==> src/rtl/t06_tile_draw_seq_if.sv <==
// Request/stream bundle between the frame scanner, the tile sequencer and the
// panel bus driver.
interface t06_tile_draw_seq_if #(
  parameter int COORD_W = 4
);
  logic               req_init;
  logic               req_clear;
  logic               req_tile;
  logic [2:0]         obj_code;
  logic [COORD_W-1:0] x_idx;
  logic [COORD_W-1:0] y_idx;
  logic [15:0]        bg_color;
  logic [7:0]         out_data;
  logic               out_dcx;
  logic               out_valid;
  logic               out_ready;
  logic               busy;
  logic               done;
  logic               err;

  // Sequencer side
  modport master (
    input  req_init, req_clear, req_tile, obj_code, x_idx, y_idx, bg_color,
    input  out_ready,
    output out_data, out_dcx, out_valid, busy, done, err
  );

  // Requester / bus-driver side
  modport slave (
    output req_init, req_clear, req_tile, obj_code, x_idx, y_idx, bg_color,
    output out_ready,
    input  out_data, out_dcx, out_valid, busy, done, err
  );
endinterface

==> src/rtl/t06_tile_draw_seq.sv <==
// Tile / clear / init command sequencer for an ILI9341-class panel.
// Emits {byte, dcx} on a valid/ready stream; window setup, then RGB565 pixels.
module t06_tile_draw_seq #(
  parameter int          TILE_W    = 20,
  parameter int          TILE_H    = 20,
  parameter int          SCREEN_W  = 240,
  parameter int          SCREEN_H  = 320,
  parameter int          COORD_W   = 4,
  parameter int          DELAY_CYC = 60000,
  parameter logic [15:0] PAL1      = 16'hF0F8,
  parameter logic [15:0] PAL2      = 16'hF800,
  parameter logic [15:0] PAL3      = 16'h00F8,
  parameter logic [15:0] PAL4      = 16'h0000
) (
  input  logic                    clk,
  input  logic                    rst,
  t06_tile_draw_seq_if.master     bus
);

  localparam int TILE_PIX = TILE_W * TILE_H;
  localparam int SCRN_PIX = SCREEN_W * SCREEN_H;
  localparam int MAX_PIX  = (TILE_PIX > SCRN_PIX) ? TILE_PIX : SCRN_PIX;
  localparam int PW       = (MAX_PIX > 1) ? $clog2(MAX_PIX) : 1;
  localparam int DW       = (DELAY_CYC > 1) ? $clog2(DELAY_CYC + 1) : 1;

  localparam logic [PW-1:0] TILE_LAST = PW'(TILE_PIX - 1);
  localparam logic [PW-1:0] SCRN_LAST = PW'(SCRN_PIX - 1);
  localparam logic [DW-1:0] DLY_LAST  = DW'(DELAY_CYC - 1);

  localparam logic [2:0] S_IDLE  = 3'd0;
  localparam logic [2:0] S_INIT  = 3'd1;
  localparam logic [2:0] S_DELAY = 3'd2;
  localparam logic [2:0] S_WIN   = 3'd3;
  localparam logic [2:0] S_PIX   = 3'd4;
  localparam logic [2:0] S_FIN   = 3'd5;

  logic [2:0]    state;
  logic [3:0]    idx;       // byte index within INIT list or window list
  logic [DW-1:0] dly;
  logic [PW-1:0] pix;
  logic          lo_byte;   // 0: colour high byte next, 1: low byte next
  logic          is_clear;
  logic          rej;
  logic [15:0]   color, sc, ec, sp, ep;

  logic [COORD_W-1:0] xi, yi;
  logic [15:0]        t_sc, t_ec, t_sp, t_ep, t_col;
  logic               t_rej;
  logic               xfer;
  logic [7:0]         o_data;
  logic               o_dcx, o_valid;

  assign xi   = bus.x_idx;
  assign yi   = bus.y_idx;
  assign xfer = o_valid & bus.out_ready;

  // Tile window and colour decode from the live request inputs (latched on accept)
  always_comb begin
    t_sc  = 16'(xi) * 16'(TILE_W);
    t_ec  = t_sc + 16'(TILE_W - 1);
    t_sp  = 16'(yi) * 16'(TILE_H);
    t_ep  = t_sp + 16'(TILE_H - 1);
    t_rej = (t_ec >= 16'(SCREEN_W)) || (t_ep >= 16'(SCREEN_H));
    case (bus.obj_code)
      3'd1:    t_col = PAL1;
      3'd2:    t_col = PAL2;
      3'd3:    t_col = PAL3;
      3'd4:    t_col = PAL4;
      default: t_col = bus.bg_color;
    endcase
  end

  // Sequencer state, byte/pixel counters and latched request context
  always_ff @(posedge clk or posedge rst) begin
    if (rst) begin
      state    <= S_IDLE;
      idx      <= '0;
      dly      <= '0;
      pix      <= '0;
      lo_byte  <= 1'b0;
      is_clear <= 1'b0;
      rej      <= 1'b0;
      color    <= '0;
      sc       <= '0;
      ec       <= '0;
      sp       <= '0;
      ep       <= '0;
    end else begin
      case (state)
        S_IDLE: begin
          idx     <= '0;
          dly     <= '0;
          pix     <= '0;
          lo_byte <= 1'b0;
          if (bus.req_init) begin
            state    <= S_INIT;
            is_clear <= 1'b0;
            rej      <= 1'b0;
          end else if (bus.req_clear) begin
            state    <= S_WIN;
            is_clear <= 1'b1;
            rej      <= 1'b0;
            color    <= bus.bg_color;
            sc       <= '0;
            ec       <= 16'(SCREEN_W - 1);
            sp       <= '0;
            ep       <= 16'(SCREEN_H - 1);
          end else if (bus.req_tile) begin
            state    <= t_rej ? S_FIN : S_WIN;
            is_clear <= 1'b0;
            rej      <= t_rej;
            color    <= t_col;
            sc       <= t_sc;
            ec       <= t_ec;
            sp       <= t_sp;
            ep       <= t_ep;
          end
        end
        S_INIT: if (xfer) begin
          if (idx == 4'd4) begin
            state <= S_FIN;
          end else begin
            idx <= idx + 4'd1;
            // SWRESET and SLPOUT need the panel hold-off
            if (idx <= 4'd1) begin
              state <= S_DELAY;
              dly   <= '0;
            end
          end
        end
        S_DELAY: begin
          if (dly == DLY_LAST) state <= S_INIT;
          else                 dly   <= dly + DW'(1);
        end
        S_WIN: if (xfer) begin
          if (idx == 4'd10) begin
            state <= S_PIX;
            idx   <= '0;
          end else begin
            idx <= idx + 4'd1;
          end
        end
        S_PIX: if (xfer) begin
          lo_byte <= ~lo_byte;
          if (lo_byte) begin
            if (pix == (is_clear ? SCRN_LAST : TILE_LAST)) state <= S_FIN;
            else                                           pix   <= pix + PW'(1);
          end
        end
        S_FIN:   state <= S_IDLE;
        default: state <= S_IDLE;
      endcase
    end
  end

  // Output byte mux; driven purely from state so it holds while stalled
  always_comb begin
    o_data  = 8'h00;
    o_dcx   = 1'b0;
    o_valid = 1'b0;
    case (state)
      S_INIT: begin
        o_valid = 1'b1;
        case (idx)
          4'd0:    o_data = 8'h01;
          4'd1:    o_data = 8'h11;
          4'd2:    o_data = 8'h3A;
          4'd3:    begin o_data = 8'h55; o_dcx = 1'b1; end
          default: o_data = 8'h29;
        endcase
      end
      S_WIN: begin
        o_valid = 1'b1;
        o_dcx   = 1'b1;
        case (idx)
          4'd0:    begin o_data = 8'h2A; o_dcx = 1'b0; end
          4'd1:    o_data = sc[15:8];
          4'd2:    o_data = sc[7:0];
          4'd3:    o_data = ec[15:8];
          4'd4:    o_data = ec[7:0];
          4'd5:    begin o_data = 8'h2B; o_dcx = 1'b0; end
          4'd6:    o_data = sp[15:8];
          4'd7:    o_data = sp[7:0];
          4'd8:    o_data = ep[15:8];
          4'd9:    o_data = ep[7:0];
          default: begin o_data = 8'h2C; o_dcx = 1'b0; end
        endcase
      end
      S_PIX: begin
        o_valid = 1'b1;
        o_dcx   = 1'b1;
        o_data  = lo_byte ? color[7:0] : color[15:8];
      end
      default: ;
    endcase
  end

  assign bus.out_data  = o_data;
  assign bus.out_dcx   = o_dcx;
  assign bus.out_valid = o_valid;
  assign bus.busy      = (state != S_IDLE) && (state != S_FIN);
  assign bus.done      = (state == S_FIN);
  assign bus.err       = (state == S_FIN) && rej;

endmodule

==> src/flat_wrapper.sv <==
// flat-port wrapper written by rule: the top's interface ports become plain ports
module t06_tile_draw_seq_flat 
#(
  parameter int          TILE_W    = 20,
  parameter int          TILE_H    = 20,
  parameter int          SCREEN_W  = 240,
  parameter int          SCREEN_H  = 320,
  parameter int          COORD_W   = 4,
  parameter int          DELAY_CYC = 60000,
  parameter logic [15:0] PAL1      = 16'hF0F8,
  parameter logic [15:0] PAL2      = 16'hF800,
  parameter logic [15:0] PAL3      = 16'h00F8,
  parameter logic [15:0] PAL4      = 16'h0000
)
  (clk, rst, bus_req_init, bus_req_clear, bus_req_tile, bus_obj_code, bus_x_idx, bus_y_idx, bus_bg_color, bus_out_ready, bus_out_data, bus_out_dcx, bus_out_valid, bus_busy, bus_done, bus_err);
  t06_tile_draw_seq_if #(.COORD_W(COORD_W)) bus_i ();
  input  logic clk;
  input  logic rst;
  input wire logic [$bits(bus_i.req_init)-1:0] bus_req_init;
  input wire logic [$bits(bus_i.req_clear)-1:0] bus_req_clear;
  input wire logic [$bits(bus_i.req_tile)-1:0] bus_req_tile;
  input wire logic [$bits(bus_i.obj_code)-1:0] bus_obj_code;
  input wire logic [$bits(bus_i.x_idx)-1:0] bus_x_idx;
  input wire logic [$bits(bus_i.y_idx)-1:0] bus_y_idx;
  input wire logic [$bits(bus_i.bg_color)-1:0] bus_bg_color;
  input wire logic [$bits(bus_i.out_ready)-1:0] bus_out_ready;
  output wire logic [$bits(bus_i.out_data)-1:0] bus_out_data;
  output wire logic [$bits(bus_i.out_dcx)-1:0] bus_out_dcx;
  output wire logic [$bits(bus_i.out_valid)-1:0] bus_out_valid;
  output wire logic [$bits(bus_i.busy)-1:0] bus_busy;
  output wire logic [$bits(bus_i.done)-1:0] bus_done;
  output wire logic [$bits(bus_i.err)-1:0] bus_err;
  assign bus_i.req_init = bus_req_init;
  assign bus_i.req_clear = bus_req_clear;
  assign bus_i.req_tile = bus_req_tile;
  assign bus_i.obj_code = bus_obj_code;
  assign bus_i.x_idx = bus_x_idx;
  assign bus_i.y_idx = bus_y_idx;
  assign bus_i.bg_color = bus_bg_color;
  assign bus_i.out_ready = bus_out_ready;
  assign bus_out_data = bus_i.out_data;
  assign bus_out_dcx = bus_i.out_dcx;
  assign bus_out_valid = bus_i.out_valid;
  assign bus_busy = bus_i.busy;
  assign bus_done = bus_i.done;
  assign bus_err = bus_i.err;
  t06_tile_draw_seq #(.TILE_W(TILE_W), .TILE_H(TILE_H), .SCREEN_W(SCREEN_W), .SCREEN_H(SCREEN_H), .COORD_W(COORD_W), .DELAY_CYC(DELAY_CYC), .PAL1(PAL1), .PAL2(PAL2), .PAL3(PAL3), .PAL4(PAL4)) u_core (.clk(clk), .rst(rst), .bus(bus_i));
endmodule
==> config.mk <==
export PLATFORM = sky130hd
export DESIGN_NAME = t06_tile_draw_seq_flat
export DESIGN_NICKNAME = d
export VERILOG_FILES = /design/src/rtl/t06_tile_draw_seq_if.sv /design/src/rtl/t06_tile_draw_seq.sv /design/src/flat_wrapper.sv
export SDC_FILE = /design/constraint.sdc
export NUM_CORES = 1
export LEC_CHECK = 0
export ABC_AREA = 1
export BUFFER_PORTS_ARGS = -buffer_cell sky130_fd_sc_hd__buf_2
export CORE_MARGIN = 5
export CORE_UTILIZATION = 45
export DETAILED_ROUTE_END_ITERATION = 12
export PLACE_DENSITY = 0.64
export SLEW_MARGIN = 20
export SYNTH_ARGS = -nofsm -noshare
export SYNTH_HDL_FRONTEND = slang
export SYNTH_SLANG_ARGS = --single-unit
==> constraint.sdc <==
create_clock -name clk -period 2.5 [get_ports clk]
set_input_delay 0 -clock clk [delete_from_list [all_inputs] [get_ports clk]]
set_output_delay 0 -clock clk [all_outputs]
set_load 0.02 [all_outputs]
==> results by group <==
Floorplanning
  – Starting density of the core: between 40% and 50%
  – Die area: about 0.015 mm2
  – Core area: approximately 0.012 mm2
  – # rows: 40
  – I/O pin cnt: 46
  – Die Width: between 100 and 150 um
  – Die height: 121 um

Placed design
  – Post-DP Area: between 0.005 and 0.006 mm2
  – Dpl hpwl: around 11000 um
  – Place WS: roughly 0.4 ns
  – IO Port Bufs: 45
  – Final RePlAce weighted congestion: 0.903

Timing
  – Slew margin rel.: between 50% and 60%
  – Min Clock Period, post-route: around 2.3 ns
  – Fmax: between 0.4 and 0.5 GHz
  – Final setup TNS: 0 ns
  – Hold Fails Final Rpt: 0
  – Setup Skew: approximately 0.0053 ns
  – Max-slew violation count: 0
  – Worst setup margin: roughly 0.21 ns
  – # setup viols final: 0
  – Tcrit/Tclk final: ~91%
  – Worst-Margin Slew: roughly 0.67 ns
  – RSZ-0062 raised after global routing: false

Outcome
  – Status: finished clean

Yosys
  – Synthesized cell area: around 0.0056 mm2
  – Seq/Total Area, Yosys: 40.5%
  – Ys flop type: dfrtp_1
  – Count of unique library cells instantiated by Yosys: 44
  – Ys async rst share: 100%
  – Syn Inst Count: 755
  – Synth Warn #: 0
  – Number of synthesized flops with an enable pin: 0
  – Synthesized area per cell: roughly 7.4 um2
  – Flops & latches, synth: 90
  – Mapped Nets: between 800 and 900

Layout
  – ANT cells: 0
  – Area of the multi-input gates: roughly 0.0029 mm2
  – Area delta synth->final: 16.6%
  – Storage cell area: roughly 0.0023 mm2
  – Final net count: slightly below 900
  – Share of cells above drive strength 1: 12.3%
  – Layout fillers: roughly 1.2k
  – Post-route cell area: about 0.0065 mm2

Power
  – Switch share: between 40% and 50%
  – Power Internal: between 3000 and 4000 uW
  – P_sw: approximately 2400 uW
  – Leakage power: about 0.0031 uW
  – Clk network pwr share: between 20 and 25%
  – Combinational Power Share: between 40% and 50%
  – Peak VDD IR: approximately 0.00060 V
  – Register share of total power: between 30% and 40%
  – Pwr dens: 874 mW/mm2

Clock network
  – Number of buffers created by CTS: 9
  – # Post-CTS Setup Buffers: 0
  – H-tree Lvls: 3
  – Clk buf depth: 2
  – CTS tree: built
  – Reg clk slew, reported paths: 0.06 ns
  – CTS sink cnt: 90
  – Clock Latency Late Sink: between 0.3 and 0.4 ns
  – Root Buffer: clkbuf_16

Global route
  – Gr ovfl total: 0
  – GRT Util Overall: 20.5%
  – First-pass GRT wire length: ~24000 um
  – Vias in the first global route: 5117
  – Largest net degree at the start of global routing: 55
  – Initial antenna violation count: 0

Critical path
  – Req. time, crit path: 2.74 ns
  – Crit. End Element: flop
  – Worst reg-to-reg setup slack: approximately 0.47 ns
  – WP data arrival: ~2.5 ns
  – Crit path max fanout: 5
  – Crit path kind: in -> reg
  – Crit path launch type: input port

Route
  – Number of routed nets with antenna violations: 0
  – Top layer in use: met4
  – DRT met1 WL: approximately 6500 um
  – Drt total wl: between 10000 and 15000 um
  – Routed length on met2: slightly above 7000 um
  – Drt via density: a little over 5
  – 1st-pass router iterations: 5
  – DRC: 0
  – DRT iter0 DRCs: roughly 400
  – Via count: 5161
  – Met3 Wirelength: between 600 and 700 um
  – WL per Instance: about 14 um

Hold path
  – HP Class: in -> reg

Job
  – Max-cap violation count: 0
[cell usage after synthesis (2+ instances only)]
master     count  area (um2)
xnor2_1        8        70.1
o21ai_1       16        80.1
nand3_1       52         260
o21ai_0       43         215
or2_2          8        50.1
dfrtp_1       90        2250
nor3_1        11        55.1
o21bai_1       2        15.0
o22a_1         2        17.5
clkinv_1       2        7.51
buf_4          5        37.5
nor2_1        66         248
nand2_2        5        31.3
buf_2          6        30.0
xor2_1        17         149
o2111ai_1      2        17.5
nand4_1       12        75.1
nor3b_1        2        15.0
fa_1           2        40.0
ha_1          17         213
nor2_4         2        22.5
a21oi_1       23         115
nand2_1      207         777
inv_2         12        45.0
o211ai_1       5        37.5
a22oi_1        6        45.0
clkbuf_1       6        22.5
inv_1         84         315
o22ai_1       22         138
nand3b_1       3        22.5
nor2_2         4        25.0
[cell usage in the layout (no fill, tap or decap), types with 3 or more instances in the layout]
master / count
o22ai_1: 22
xor2_1: 17
dfrtp_1: 90
a21oi_1: 23
ha_1: 17
xnor2_1: 8
nand4_1: 12
dlygate4sd3_1: 23
nor2_1: 66
nor2_2: 4
o211ai_1: 5
a22oi_1: 6
nand3b_1: 3
inv_1: 83
o21ai_0: 43
o21ai_1: 16
nor3_1: 11
buf_2: 45
nand2_1: 207
clkbuf_16: 9
or2_2: 8
inv_2: 12
nand3_1: 51
nand2_2: 5
buf_4: 6
[what timing repair did]
item | 4_1_cts | 5_1_grt
endpoints found under the setup margin | 0 | 2
hold buffers | 23 | 0
hold endpoints to repair | 62 | 0
resized for setup | 0 | 1
[layer usage]
metal / vias to the layer above / GRT usage [%]
met5: - / 0
met4: 0 / 4.90
met3: 14 / 4.80
met2: 129 / 35.5
met1: 2423 / 26.1
li1: 2595 / -
[worst paths after layout]
check | startpoint | end | cells past startpoint
min in group asynchronous | rst | u_core.color[4] | 3
worst max-delay path | bus_y_idx[1] | u_core.state[2] | 16
worst max register to register | u_core.pix[0] | u_core.pix[6] | 8
worst min register to register | u_core.sp[3] | u_core.sp[3] | 2
worst min-delay path | bus_obj_code[1] | u_core.color[11] | 3
max in group asynchronous | rst | u_core.pix[2] | 4
[metrics by stage]
step / std cells / hold WS, ns / utilization [%] / total power (uW)
after global routing: 995 / 0.0177 / 53.8 / 6080
after CTS: 995 / 0.000000500 / 53.7 / 5710
after floorplan: 755 / 0.0986 / - / 3730
after detailed placement: 958 / 0.114 / 49.6 / 4340
final: 995 / 0.00830 / 53.8 / 5670
after global placement: 958 / 0.103 / 49.6 / 4290
[power by group through the flow]
stage	Clock (uW)	Sequential, uW	Combinational [uW]
after floorplan	0	2000	1730
after global routing	1400	2090	2590
after CTS	1360	2050	2300
final	1310	2050	2300
after detailed placement	0	2070	2260
after global placement	0	2060	2230
[worst max-delay path, stage by stage]
cell and delay [ns]:
dlygate4sd3_1 0.54, buf_2 0.13, ha_1 0.29, ha_1 0.23, inv_1 0.07, fa_1 0.48, nor2_1 0.17, nand3_1 0.09
nand2_1 0.06, nand2_1 0.07, nand2_1 0.07, nand2_1 0.09, nand3_1 0.09, nand2_1 0.06, nand2_1 0.05, nand2_1 0.05
[registers in the layout, summed over array words and instances (netlist names)]
register and count:
u_core.pix 17, u_core.color 16, u_core.dly 16, u_core.ec 9, u_core.ep 8, u_core.sc 7
u_core.sp 7, u_core.idx 4, u_core.state 3, u_core.is_clear 1, u_core.lo_byte 1, u_core.rej 1
[kinds of logic after synthesis]
logic type / after synthesis / share of synthesized area, %
AOI/OAI and AO/OA: 130 / 13.6
xor gates and xnor gates: 25 / 3.93
adders and majority gates: 19 / 4.54
buffers and inverters: 115 / 8.23
DFF: 90 / 40.5
and+or+nand+nor: 376 / 29.2
[layout make-up]
type	count	area share [%]
Sequential cell	90	34.7
Clock inverter	3	0.656
Timing Repair Buffer	75	8.02
Tap cell	168	3.24
Clock buffer	11	3.59
Inverter	98	5.69
Multi-Input combinational cell	550	44.1
(Power assumes the default switching activity.)
